**src/rtl/psg_pkg.sv**
```systemverilog
// psg_pkg: shared constants, types and helpers for the multichannel PSG.
package psg_pkg;

    // Register offsets within a channel's three-byte block
    localparam int unsigned PER_LO = 0;
    localparam int unsigned PER_HI = 1;
    localparam int unsigned CTRL   = 2;

    // Offsets of the shared registers after the last channel block
    localparam int unsigned NOISE_OFS = 0;
    localparam int unsigned PAN_OFS   = 1;

    // Noise LFSR: shift left, new bit0 = q[16] ^ q[13]
    localparam int unsigned     LFSR_W     = 17;
    localparam int unsigned     LFSR_TAP_A = 16;
    localparam int unsigned     LFSR_TAP_B = 13;
    localparam logic [16:0]     LFSR_SEED  = 17'h1;

    // Volume linearisation, index 15 first
    localparam logic [15:0][7:0] LIN_TABLE = {
        8'd255, 8'd128, 8'd90, 8'd64, 8'd45, 8'd32, 8'd22, 8'd16,
        8'd11,  8'd8,   8'd6,  8'd4,  8'd3,  8'd2,  8'd1,  8'd0
    };

    typedef struct packed {
        logic       noise_en;
        logic       tone_en;
        logic [3:0] vol;
    } ch_ctrl_t;

    function automatic logic [7:0] lin(input logic [3:0] vol);
        return LIN_TABLE[vol];
    endfunction

endpackage

```
**src/rtl/psg_tone_div.sv**
```systemverilog
// psg_tone_div: period counter with square-wave toggle output. A period written
// below the running count wraps on the next cen instead of counting the long way.
module psg_tone_div #(
    parameter int unsigned W = 12
) (
    input  logic         clk,
    input  logic         rst_n,
    input  logic         cen,
    input  logic [W-1:0] period,
    output logic         out
);

    logic [W-1:0] cnt_q;
    logic         out_q;
    logic [W:0]   cnt_inc;
    logic [W-1:0] eff_period;
    logic         wrap;

    // Effective period is at least 1 so period 0 behaves like period 1
    always_comb begin
        eff_period = (period == '0) ? W'(1) : period;
        cnt_inc    = {1'b0, cnt_q} + (W + 1)'(1);
        wrap       = (cnt_inc >= {1'b0, eff_period});
    end

    // Count on each enable, wrap to zero and toggle the output
    always_ff @(posedge clk or negedge rst_n) begin
        if (!rst_n) begin
            cnt_q <= '0;
            out_q <= 1'b0;
        end else if (cen) begin
            if (wrap) begin
                cnt_q <= '0;
                out_q <= ~out_q;
            end else begin
                cnt_q <= cnt_inc[W-1:0];
            end
        end
    end

    assign out = out_q;

endmodule

```
**src/rtl/psg_multich.sv**
```systemverilog
// psg_multich: NCH square-wave tone channels plus a shared noise LFSR, mixed by
// a time-multiplexed accumulator into one sample per NCH clk_en pulses.
// Optional: define PSG_STEREO_EN for a pan register and sound_l/sound_r outputs.
module psg_multich #(
    parameter int unsigned NCH = 6,
    parameter int unsigned PW  = 12,
    parameter int unsigned DIV = 16,
    parameter int unsigned AW  = 5
) (
    input  logic                       clk,
    input  logic                       rst_n,
    input  logic                       clk_en,
    input  logic [AW-1:0]              addr,
    input  logic                       cs_n,
    input  logic                       wr_n,
    input  logic [7:0]                 din,
    output logic [7:0]                 dout,
    output logic [8+$clog2(NCH)-1:0]   sound,
`ifdef PSG_STEREO_EN
    output logic [8+$clog2(NCH)-1:0]   sound_l,
    output logic [8+$clog2(NCH)-1:0]   sound_r,
`endif
    output logic                       sample
);

    import psg_pkg::*;

    localparam int unsigned SW         = 8 + $clog2(NCH);
    localparam int unsigned PSW        = $clog2(DIV);
    localparam int unsigned NOISE_ADDR = 3 * NCH + NOISE_OFS;

    logic                   wr_en;
    logic [NCH-1:0][PW-1:0] period_q;
    ch_ctrl_t [NCH-1:0]     ctrl_q;
    logic [4:0]             np_q;
    logic [7:0]             rd_data;
    logic [7:0]             dout_q;

    assign wr_en = ~cs_n & ~wr_n;

    // Channel and noise register writes; the bus side ignores clk_en
    always_ff @(posedge clk or negedge rst_n) begin
        if (!rst_n) begin
            period_q <= '0;
            ctrl_q   <= '0;
            np_q     <= '0;
        end else if (wr_en) begin
            for (int i = 0; i < NCH; i++) begin
                if (addr == AW'(3 * i + PER_LO)) period_q[i][7:0]    <= din;
                if (addr == AW'(3 * i + PER_HI)) period_q[i][PW-1:8] <= din[PW-9:0];
                if (addr == AW'(3 * i + CTRL))   ctrl_q[i]           <= ch_ctrl_t'(din[5:0]);
            end
            if (addr == AW'(NOISE_ADDR)) np_q <= din[4:0];
        end
    end

`ifdef PSG_STEREO_EN
    localparam int unsigned PAN_ADDR = 3 * NCH + PAN_OFS;

    logic [NCH-1:0] pan_q;

    // Pan mask: bit i routes channel i to the right accumulator
    always_ff @(posedge clk or negedge rst_n) begin
        if (!rst_n) begin
            pan_q <= '0;
        end else if (wr_en && addr == AW'(PAN_ADDR)) begin
            pan_q <= din[NCH-1:0];
        end
    end
`endif

    // Read mux, masked to implemented bits; unmapped addresses read zero
    always_comb begin
        rd_data = '0;
        for (int i = 0; i < NCH; i++) begin
            if (addr == AW'(3 * i + PER_LO)) rd_data = period_q[i][7:0];
            if (addr == AW'(3 * i + PER_HI)) rd_data[PW-9:0] = period_q[i][PW-1:8];
            if (addr == AW'(3 * i + CTRL))   rd_data[5:0] = ctrl_q[i];
        end
        if (addr == AW'(NOISE_ADDR)) rd_data[4:0] = np_q;
`ifdef PSG_STEREO_EN
        if (addr == AW'(PAN_ADDR)) rd_data[NCH-1:0] = pan_q;
`endif
    end

    // Registered read data, one cycle of latency
    always_ff @(posedge clk or negedge rst_n) begin
        if (!rst_n) dout_q <= '0;
        else        dout_q <= rd_data;
    end

    assign dout = dout_q;

    logic [PSW-1:0] pre_q;
    logic           tick;

    assign tick = clk_en & (pre_q == PSW'(DIV - 1));

    // Prescaler over clk_en pulses; DIV is a power of two so it wraps by itself
    always_ff @(posedge clk or negedge rst_n) begin
        if (!rst_n)      pre_q <= '0;
        else if (clk_en) pre_q <= pre_q + PSW'(1);
    end

    logic [NCH-1:0] tone_bit;

    for (genvar g = 0; g < NCH; g++) begin : g_tone
        psg_tone_div #(
            .W (PW)
        ) u_div (
            .clk    (clk),
            .rst_n  (rst_n),
            .cen    (tick),
            .period (period_q[g]),
            .out    (tone_bit[g])
        );
    end

    logic              noise_tog;
    logic              noise_tog_q;
    logic [LFSR_W-1:0] lfsr_q;
    logic              noise;

    psg_tone_div #(
        .W (5)
    ) u_noise_div (
        .clk    (clk),
        .rst_n  (rst_n),
        .cen    (tick),
        .period (np_q),
        .out    (noise_tog)
    );

    // Each toggle of the noise divider marks one wrap and steps the LFSR once
    always_ff @(posedge clk or negedge rst_n) begin
        if (!rst_n) begin
            noise_tog_q <= 1'b0;
            lfsr_q      <= LFSR_SEED;
        end else if (clk_en) begin
            noise_tog_q <= noise_tog;
            if (noise_tog != noise_tog_q) begin
                lfsr_q <= {lfsr_q[LFSR_W-2:0], lfsr_q[LFSR_TAP_A] ^ lfsr_q[LFSR_TAP_B]};
            end
        end
    end

    assign noise = lfsr_q[0];

    logic [NCH-1:0] slot_q;
    logic [NCH-1:0] mix;
    logic [7:0]     term;
    logic           sample_q;
    logic [SW-1:0]  sound_q;

    // Per-channel mix bit and the linearised term of the active slot
    always_comb begin
        mix  = '0;
        term = '0;
        for (int i = 0; i < NCH; i++) begin
            mix[i] = (tone_bit[i] | ~ctrl_q[i].tone_en) & (noise | ~ctrl_q[i].noise_en);
            if (slot_q[i] && mix[i]) term = lin(ctrl_q[i].vol);
        end
    end

`ifdef PSG_STEREO_EN
    logic [SW-1:0] acc_l_q, acc_r_q;
    logic [SW-1:0] sound_l_q, sound_r_q;
    logic [SW-1:0] term_l, term_r;
    logic [SW:0]   lr_sum;

    // Route the active slot's term left or right by its pan bit
    always_comb begin
        term_l = '0;
        term_r = '0;
        if (|(slot_q & pan_q)) term_r = SW'(term);
        else                   term_l = SW'(term);
        lr_sum = {1'b0, acc_l_q} + {1'b0, acc_r_q};
    end

    // Two frame accumulators; slot 0 publishes both sums and the saturated total
    always_ff @(posedge clk or negedge rst_n) begin
        if (!rst_n) begin
            slot_q    <= NCH'(1);
            acc_l_q   <= '0;
            acc_r_q   <= '0;
            sound_l_q <= '0;
            sound_r_q <= '0;
            sound_q   <= '0;
            sample_q  <= 1'b0;
        end else begin
            sample_q <= clk_en & slot_q[0];
            if (clk_en) begin
                slot_q <= (slot_q << 1) | NCH'(slot_q[NCH-1]);
                if (slot_q[0]) begin
                    sound_l_q <= acc_l_q;
                    sound_r_q <= acc_r_q;
                    sound_q   <= lr_sum[SW] ? '1 : lr_sum[SW-1:0];
                    acc_l_q   <= term_l;
                    acc_r_q   <= term_r;
                end else begin
                    acc_l_q <= acc_l_q + term_l;
                    acc_r_q <= acc_r_q + term_r;
                end
            end
        end
    end

    assign sound_l = sound_l_q;
    assign sound_r = sound_r_q;
`else
    logic [SW-1:0] acc_q;

    // Frame accumulator; slot 0 publishes the finished sum and restarts it
    always_ff @(posedge clk or negedge rst_n) begin
        if (!rst_n) begin
            slot_q   <= NCH'(1);
            acc_q    <= '0;
            sound_q  <= '0;
            sample_q <= 1'b0;
        end else begin
            sample_q <= clk_en & slot_q[0];
            if (clk_en) begin
                slot_q <= (slot_q << 1) | NCH'(slot_q[NCH-1]);
                if (slot_q[0]) begin
                    sound_q <= acc_q;
                    acc_q   <= SW'(term);
                end else begin
                    acc_q <= acc_q + SW'(term);
                end
            end
        end
    end
`endif

    assign sound  = sound_q;
    assign sample = sample_q;

endmodule

```
**config.mk**
```make
export PLATFORM = sky130hd
export DESIGN_NAME = psg_multich
export DESIGN_NICKNAME = d
export VERILOG_FILES = /design/src/rtl/psg_pkg.sv /design/src/rtl/psg_tone_div.sv /design/src/rtl/psg_multich.sv
export SDC_FILE = /design/constraint.sdc
export NUM_CORES = 1
export LEC_CHECK = 0
export ABC_AREA = 0
export BUFFER_PORTS_ARGS = -buffer_cell sky130_fd_sc_hd__buf_2
export CORE_MARGIN = 5
export CORE_UTILIZATION = 30
export CTS_CLUSTER_DIAMETER = 150
export DETAILED_ROUTE_END_ITERATION = 8
export GPL_TIMING_DRIVEN = 0
export SYNTH_ARGS = -nofsm -noshare
export SYNTH_HDL_FRONTEND = slang
export SYNTH_SLANG_ARGS = --single-unit
export TNS_END_PERCENT = 100
```
**constraint.sdc**
```tcl
create_clock -name clk -period 9 [get_ports clk]
set_input_delay 2.7 -clock clk [delete_from_list [all_inputs] [get_ports clk]]
set_output_delay 2.7 -clock clk [all_outputs]
set_load 0.03 [all_outputs]
```
# Yosys cells after proc, flatten, opt, wreduce, memory -nomap -nowiden
# Memory sizes are Yosys's and may differ from the RTL's.
# Index checks and enable logic that the tools add are counted.
dict set report word_totals {
  reg_bits 256
  romBits 768
  in_bits 18
  out_inout_bits 20
  word_cells 233
  memories 6
}
# name depth word_bits read_ports rd_ports_with_merged_regs wr line
set memory_table {}
lappend memory_table {{(no name shown)} 16 8 1 0 0 psg_pkg.sv:32} ;# return LIN_TABLE[vol];
lappend memory_table {{(no name shown)} 16 8 1 0 0 psg_pkg.sv:32}
lappend memory_table {{(no name shown)} 16 8 1 0 0 psg_pkg.sv:32}
lappend memory_table {{(no name shown)} 16 8 1 0 0 psg_pkg.sv:32}
lappend memory_table {{(no name shown)} 16 8 1 0 0 psg_pkg.sv:32}
lappend memory_table {{(no name shown)} 16 8 1 0 0 psg_pkg.sv:32}
dict set report op_classes {
  n_addsub 9
  order_cmp 13
  n_eq_ne 20
  muxes 46
  bitwise 44
  reduce_logical 42
}
# op n
set op_table {}
lappend op_table {{2-to-1 mux 12 bit} 12}
lappend op_table {{2-to-1 mux 8 bit} 18}
lappend op_table {{adder 12 x 1 -> 13 bit, second input constant} 6}
lappend op_table {{>= comparator 13 x 12 -> 1 bit} 6}
lappend op_table {{logical NOT 12 bit} 6}
lappend op_table {{AND reduction 2 bit} 28}
lappend op_table {{== test 5 x 4 -> 1 bit, second input constant} 8}
lappend op_table {{2-to-1 mux 6 bit} 6}
lappend op_table {{less-than comparator 4 x 5 -> 1 bit, second input constant} 6}
lappend op_table {{2-to-1 mux 4 bit} 6}
lappend op_table {{inverter 1 bit} 21}
lappend op_table {{== test 5 x 3 -> 1 bit, second input constant} 4}
lappend op_table {{== test 5 bit, second input constant} 3}
lappend op_table {{2-to-1 mux 5 bit} 3}
lappend op_table {{OR 1 bit} 12}
lappend op_table {{adder 11 x 8 -> 11 bit} 1}
lappend op_table {{2-to-1 mux 11 bit} 1}
lappend op_table {{== test 5 x 2 -> 1 bit, second input constant} 2}
lappend op_table {{logical NOT 5 bit} 2}
lappend op_table {{AND 1 bit} 9}
lappend op_table {{adder 5 x 1 -> 6 bit, second input constant} 1}
lappend op_table {{>= comparator 6 x 5 -> 1 bit} 1}
lappend op_table {{logical AND 1 bit} 6}
lappend op_table {{OR 6 x 1 -> 6 bit} 1}
lappend op_table {{5 further kinds} 5}

# Longest topological paths before layout
dict set report logic_depth {
  word_depth 20
  depth_mapped 17
  ltp_nobuf 16
}

# Hierarchy
# Synthesis repeated with hierarchy kept, for this count alone.
dict set report hier_totals {
  hier_cells 1711
  hier_area_um2 16628.4
}
# module instances cells_per_inst area_each_um2 seq_area_each_um2
set modules_own_cells {}
lappend modules_own_cells {psg_multich 1 902 9397.8 4306.6}
lappend modules_own_cells {{psg_tone_div at g_tone[0].u_div ...} 5 126 1132.3 325.3}
lappend modules_own_cells {{psg_tone_div at g_tone[5].u_div} 1 126 1106.1 325.3}
lappend modules_own_cells {{psg_tone_div at u_noise_div} 1 53 462.9 150.1}

# Worst setup path before layout
# Ideal clock, no wire load.
dict set report synth_timing {
  path_kind {in2reg}
  startpoint {input addr[2]}
  endpoint {register ctrl_q[22] (netlist name)}
  arrival_time_ns 4.079
  path_slack_ns 4.796
  path_stages 7
  n_path_buf 3
  path_cell_list {buf_2 buf_2 buf_2 nor2_1 nand2_1 nor2_1 mux2_2}
}
dict set report synth_between {
  elab_chain_cells 2
}
# item line
set synth_rtl {}
lappend synth_rtl {{start, declared} psg_multich.sv:13} ;# input logic [AW-1:0] addr,
lappend synth_rtl {{== test 5 x 4 -> 1 bit} psg_multich.sv:51} ;# if (addr == AW'(3 * i + CTRL)) ctrl_q[i] <= ch_ctrl_t'(din[5:0]);
lappend synth_rtl {{AND reduction 2 bit (no line)} --}
lappend synth_rtl {{end signal, assigned by index} psg_multich.sv:51}
lappend synth_rtl {{end, declared} psg_multich.sv:34} ;# ch_ctrl_t [NCH-1:0] ctrl_q;
# No other way between the ends.
# A chain may end at the register's enable or synchronous reset.

# Worst setup path in the final report
dict set report layout_timing {
  startpoint {input clk_en}
  endpoint {register g_tone[5].u_div.cnt_q[4]}
}
dict set report layout_between {
  elab_chain_cells 1
}
# item line
set layout_rtl {}
lappend layout_rtl {{start, declared} psg_multich.sv:12} ;# input logic clk_en,
lappend layout_rtl {{AND 1 bit} psg_multich.sv:97} ;# assign tick = clk_en & (pre_q == PSW'(DIV - 1));
lappend layout_rtl {{end signal, assigned} psg_tone_div.sv:36} ;# cnt_q <= cnt_inc[W-1:0];
lappend layout_rtl {{end, declared} psg_tone_div.sv:13} ;# logic [W-1:0] cnt_q;
# No other way between the ends.

==> impl_metrics.json <==
{
  "ys_types": 82,
  "overflow": 0,
  "wl_um": 49600,
  "synth.most_common_cell": "dfrtp_1",
  "gp_congestion": 0.978,
  "synth-seq-cells": 256,
  "clock_path_buffers": 3,
  "endpoint_kind": "flop",
  "p_leak_nw": 8.24,
  "synth_top_area_share_pct": 40.0,
  "crit_required_ps": 9440,
  "hp-class": "flop to flop",
  "grt_util_met3_pct": 2.78,
  "cp_max_fo": 10,
  "num_rows": 84,
  "drc": 0,
  "synth_compound_area_share_pct": 17.3,
  "drt_iter0_drc": 1149,
  "post_cts_buffers": 0,
  "start_util_pct": 30.2,
  "gr-max-usage-layer": "met2",
  "synth_area_leader_cell": "dfrtp_1",
  "numCtsBuffers": 34,
  "use_met1_pct": 23.1,
  "dieHeight_um": 240,
  "drv_cap": 0,
  "num_vias": 13302,
  "fin_util_pct": 34.5,
  "pin_count": 38,
  "muxShareOfSynthArea_pct": 8.92,
  "finalSetupViolCount": 0,
  "grt_max_degree": 121,
  "worstSetupPathType": "input port to flop",
  "synthCells": 1725,
  "hold_ws_ps": 466,
  "antenna_left": 0,
  "grt_setup_unrepaired": "false",
  "synth-simple-area-share_pct": 16.8,
  "avgRoutedWirePerCell_um": 19.7,
  "synth_edf_count": 0,
  "grt_pass1_vias": 13502,
  "post_cts_resized": 0,
  "synthXorXnorAreaFrac_pct": 4.19,
  "hold_viol": 0,
  "antenna_found_initial": 4,
  "dr.pass1.iters": 6,
  "clk_latency_ps": 550,
  "drive_gt1_share_pct": 14.2,
  "final_cells": 2512,
  "synth_top_family_by_area": "compound AO/OA/AOI/OAI gates",
  "synthArstFlopShare_pct": 100,
  "max_slew_margin_pct": 25.9,
  "cts_tree": "done",
  "timing.fmax_mhz": 201,
  "cts_hold_buf": 0,
  "syn_to_final_growth_pct": 14.3,
  "syn_nets": 1837,
  "die_w_um": 240,
  "power_density_nw_per_um2": 236,
  "grt_use_total_pct": 17.2,
  "start_kind": "input port",
  "use_met2_pct": 27.6,
  "clk_pin_slew_ps": 50,
  "max-vdd-ir-drop_uv": 133,
  "synth-adder-area-share_pct": 7.45,
  "multi_input_area_sq_um": 8680,
  "synthFlopType": "dfrtp_1",
  "fillers": 5370,
  "synth_area_leaders": "dfrtp_1 40%, mux2_2 8.2%, ha_1 7.3%",
  "hpwl_um": 36900,
  "dieArea_sq_um": 57600,
  "clock-skew-final_ps": 24.5,
  "drv_slew": 0,
  "seq_area_frac_synth_pct": 40.4,
  "period_minus_slack_ps": 4980,
  "synth_common_cells": "254 x dfrtp_1, 210 x nand2_1, 116 x mux2_2, 111 x o21ai_0, 107 x inv_1",
  "root_buffer": "clkbuf_16",
  "vias_per_cell": 5.30,
  "status": "finished, final reports clean",
  "ys_warn_count": 0,
  "syn_avg_cell_area_sq_um": 9.21,
  "crit_arrival_ps": 5430,
  "tightest_slew_ps": 1110,
  "setup_tns_ps": 0,
  "fin_nets": 1907,
  "io_buffer_count": 32,
  "regArea_sq_um": 6410,
  "power.total_mw": 4.28,
  "cts_max_level": 2,
  "grt_pass1_wl_um": 77800,
  "period_share_pct": 55.4,
  "clock_sinks": 256,
  "placedCellCount": 2447,
  "core_sq_um": 52600,
  "syn_area_sq_um": 15900
}
[final cells by class]
class / count / share of cell area, %
clock inverter: 20 / 1.49
buffer: 89 / 2.06
antenna: 4 / 0.0551
sequential: 256 / 35.3
multi-input combinational: 1270 / 47.8
clock buffer: 41 / 5.00
inverter: 110 / 2.27
timing repair buffer: 34 / 1.24
tap: 688 / 4.74
[stage by stage]
stage | setup WS [ps] | area, sq um
final | 4020 | 18200
after global routing | 3870 | 18200
after CTS | 4010 | 18100
after detailed placement | 3380 | 17000
after global placement | 442 | 16900
after floorplan | 4800 | 15900
[kinds of logic (layout without fill, tap and decap cells)]
| kind of cell | Yosys count | in the layout |
|---|---|---|
| AO/OA/AOI/OAI | 418 | 418 |
| XOR/XNOR | 76 | 76 |
| adder cells (fa/ha/maj) | 94 | 94 |
| buffers and inverters | 199 | 294 |
| flip-flops | 256 | 256 |
| multiplexers | 127 | 127 |
| other | 0 | 4 |
| AND/OR/NAND/NOR | 555 | 555 |
[worst max-delay path, stage by stage]
cell and delay [ps]:
buf_2 130, and4_1 190, clkbuf_1 490, clkbuf_1 870
clkbuf_1 730, nand2_1 110, o21ai_0 190
[where the power goes]
part | leakage [nW] | internal [mW] | switching (mW)
Clock | 0.569 | 0.872 | 0.552
Sequential | 3.32 | 1.35 | 0.205
Combinational | 4.35 | 0.529 | 0.770
[sequential cells by signal, indices dropped and copies added, names as in the netlist, 4 cells and up]
name / count
period_q: 72
g_tone.u_div.cnt_q: 72
acc_q: 11
lfsr_q: 17
np_q: 5
slot_q: 6
g_tone.u_div.out: 6
ctrl_q: 36
sound: 11
dout: 8
pre_q: 4
u_noise_div.cnt_q: 5
[cell usage in the layout (no fill, tap or decap), types with 63 or more instances in the layout]
cell and n:
a21oi_1 67, clkbuf_1 63, dfrtp_1 254, ha_1 93, inv_1 107, mux2_2 116
nand2_1 210, nand3_1 69, nor2_1 91, o21ai_0 111
[layer usage]
metal / wire length (um) / part of all wire [%] / up-vias
met5: 0 / 0 / -
met4: 2100 / 4.2 / 0
met3: 2640 / 5.3 / 91
met2: 23100 / 47 / 336
met1: 21800 / 44 / 6548
li1: - / - / 6327
[worst paths after layout]
kind,to,cells past startpoint,start,slack (ps)
min reg2reg,sound[5],2,sound[5],470
max in group asynchronous,dout[2],2,rst_n,6040
max reg2reg,acc_q[8],15,lfsr_q[0],5250
min in group asynchronous,g_tone[0].u_div.cnt_q[5],1,rst_n,2030
max,g_tone[5].u_div.cnt_q[4],7,clk_en,4020
min,sound[5],2,sound[5],470
No activity file was read; power rests on OpenSTA's default activity.
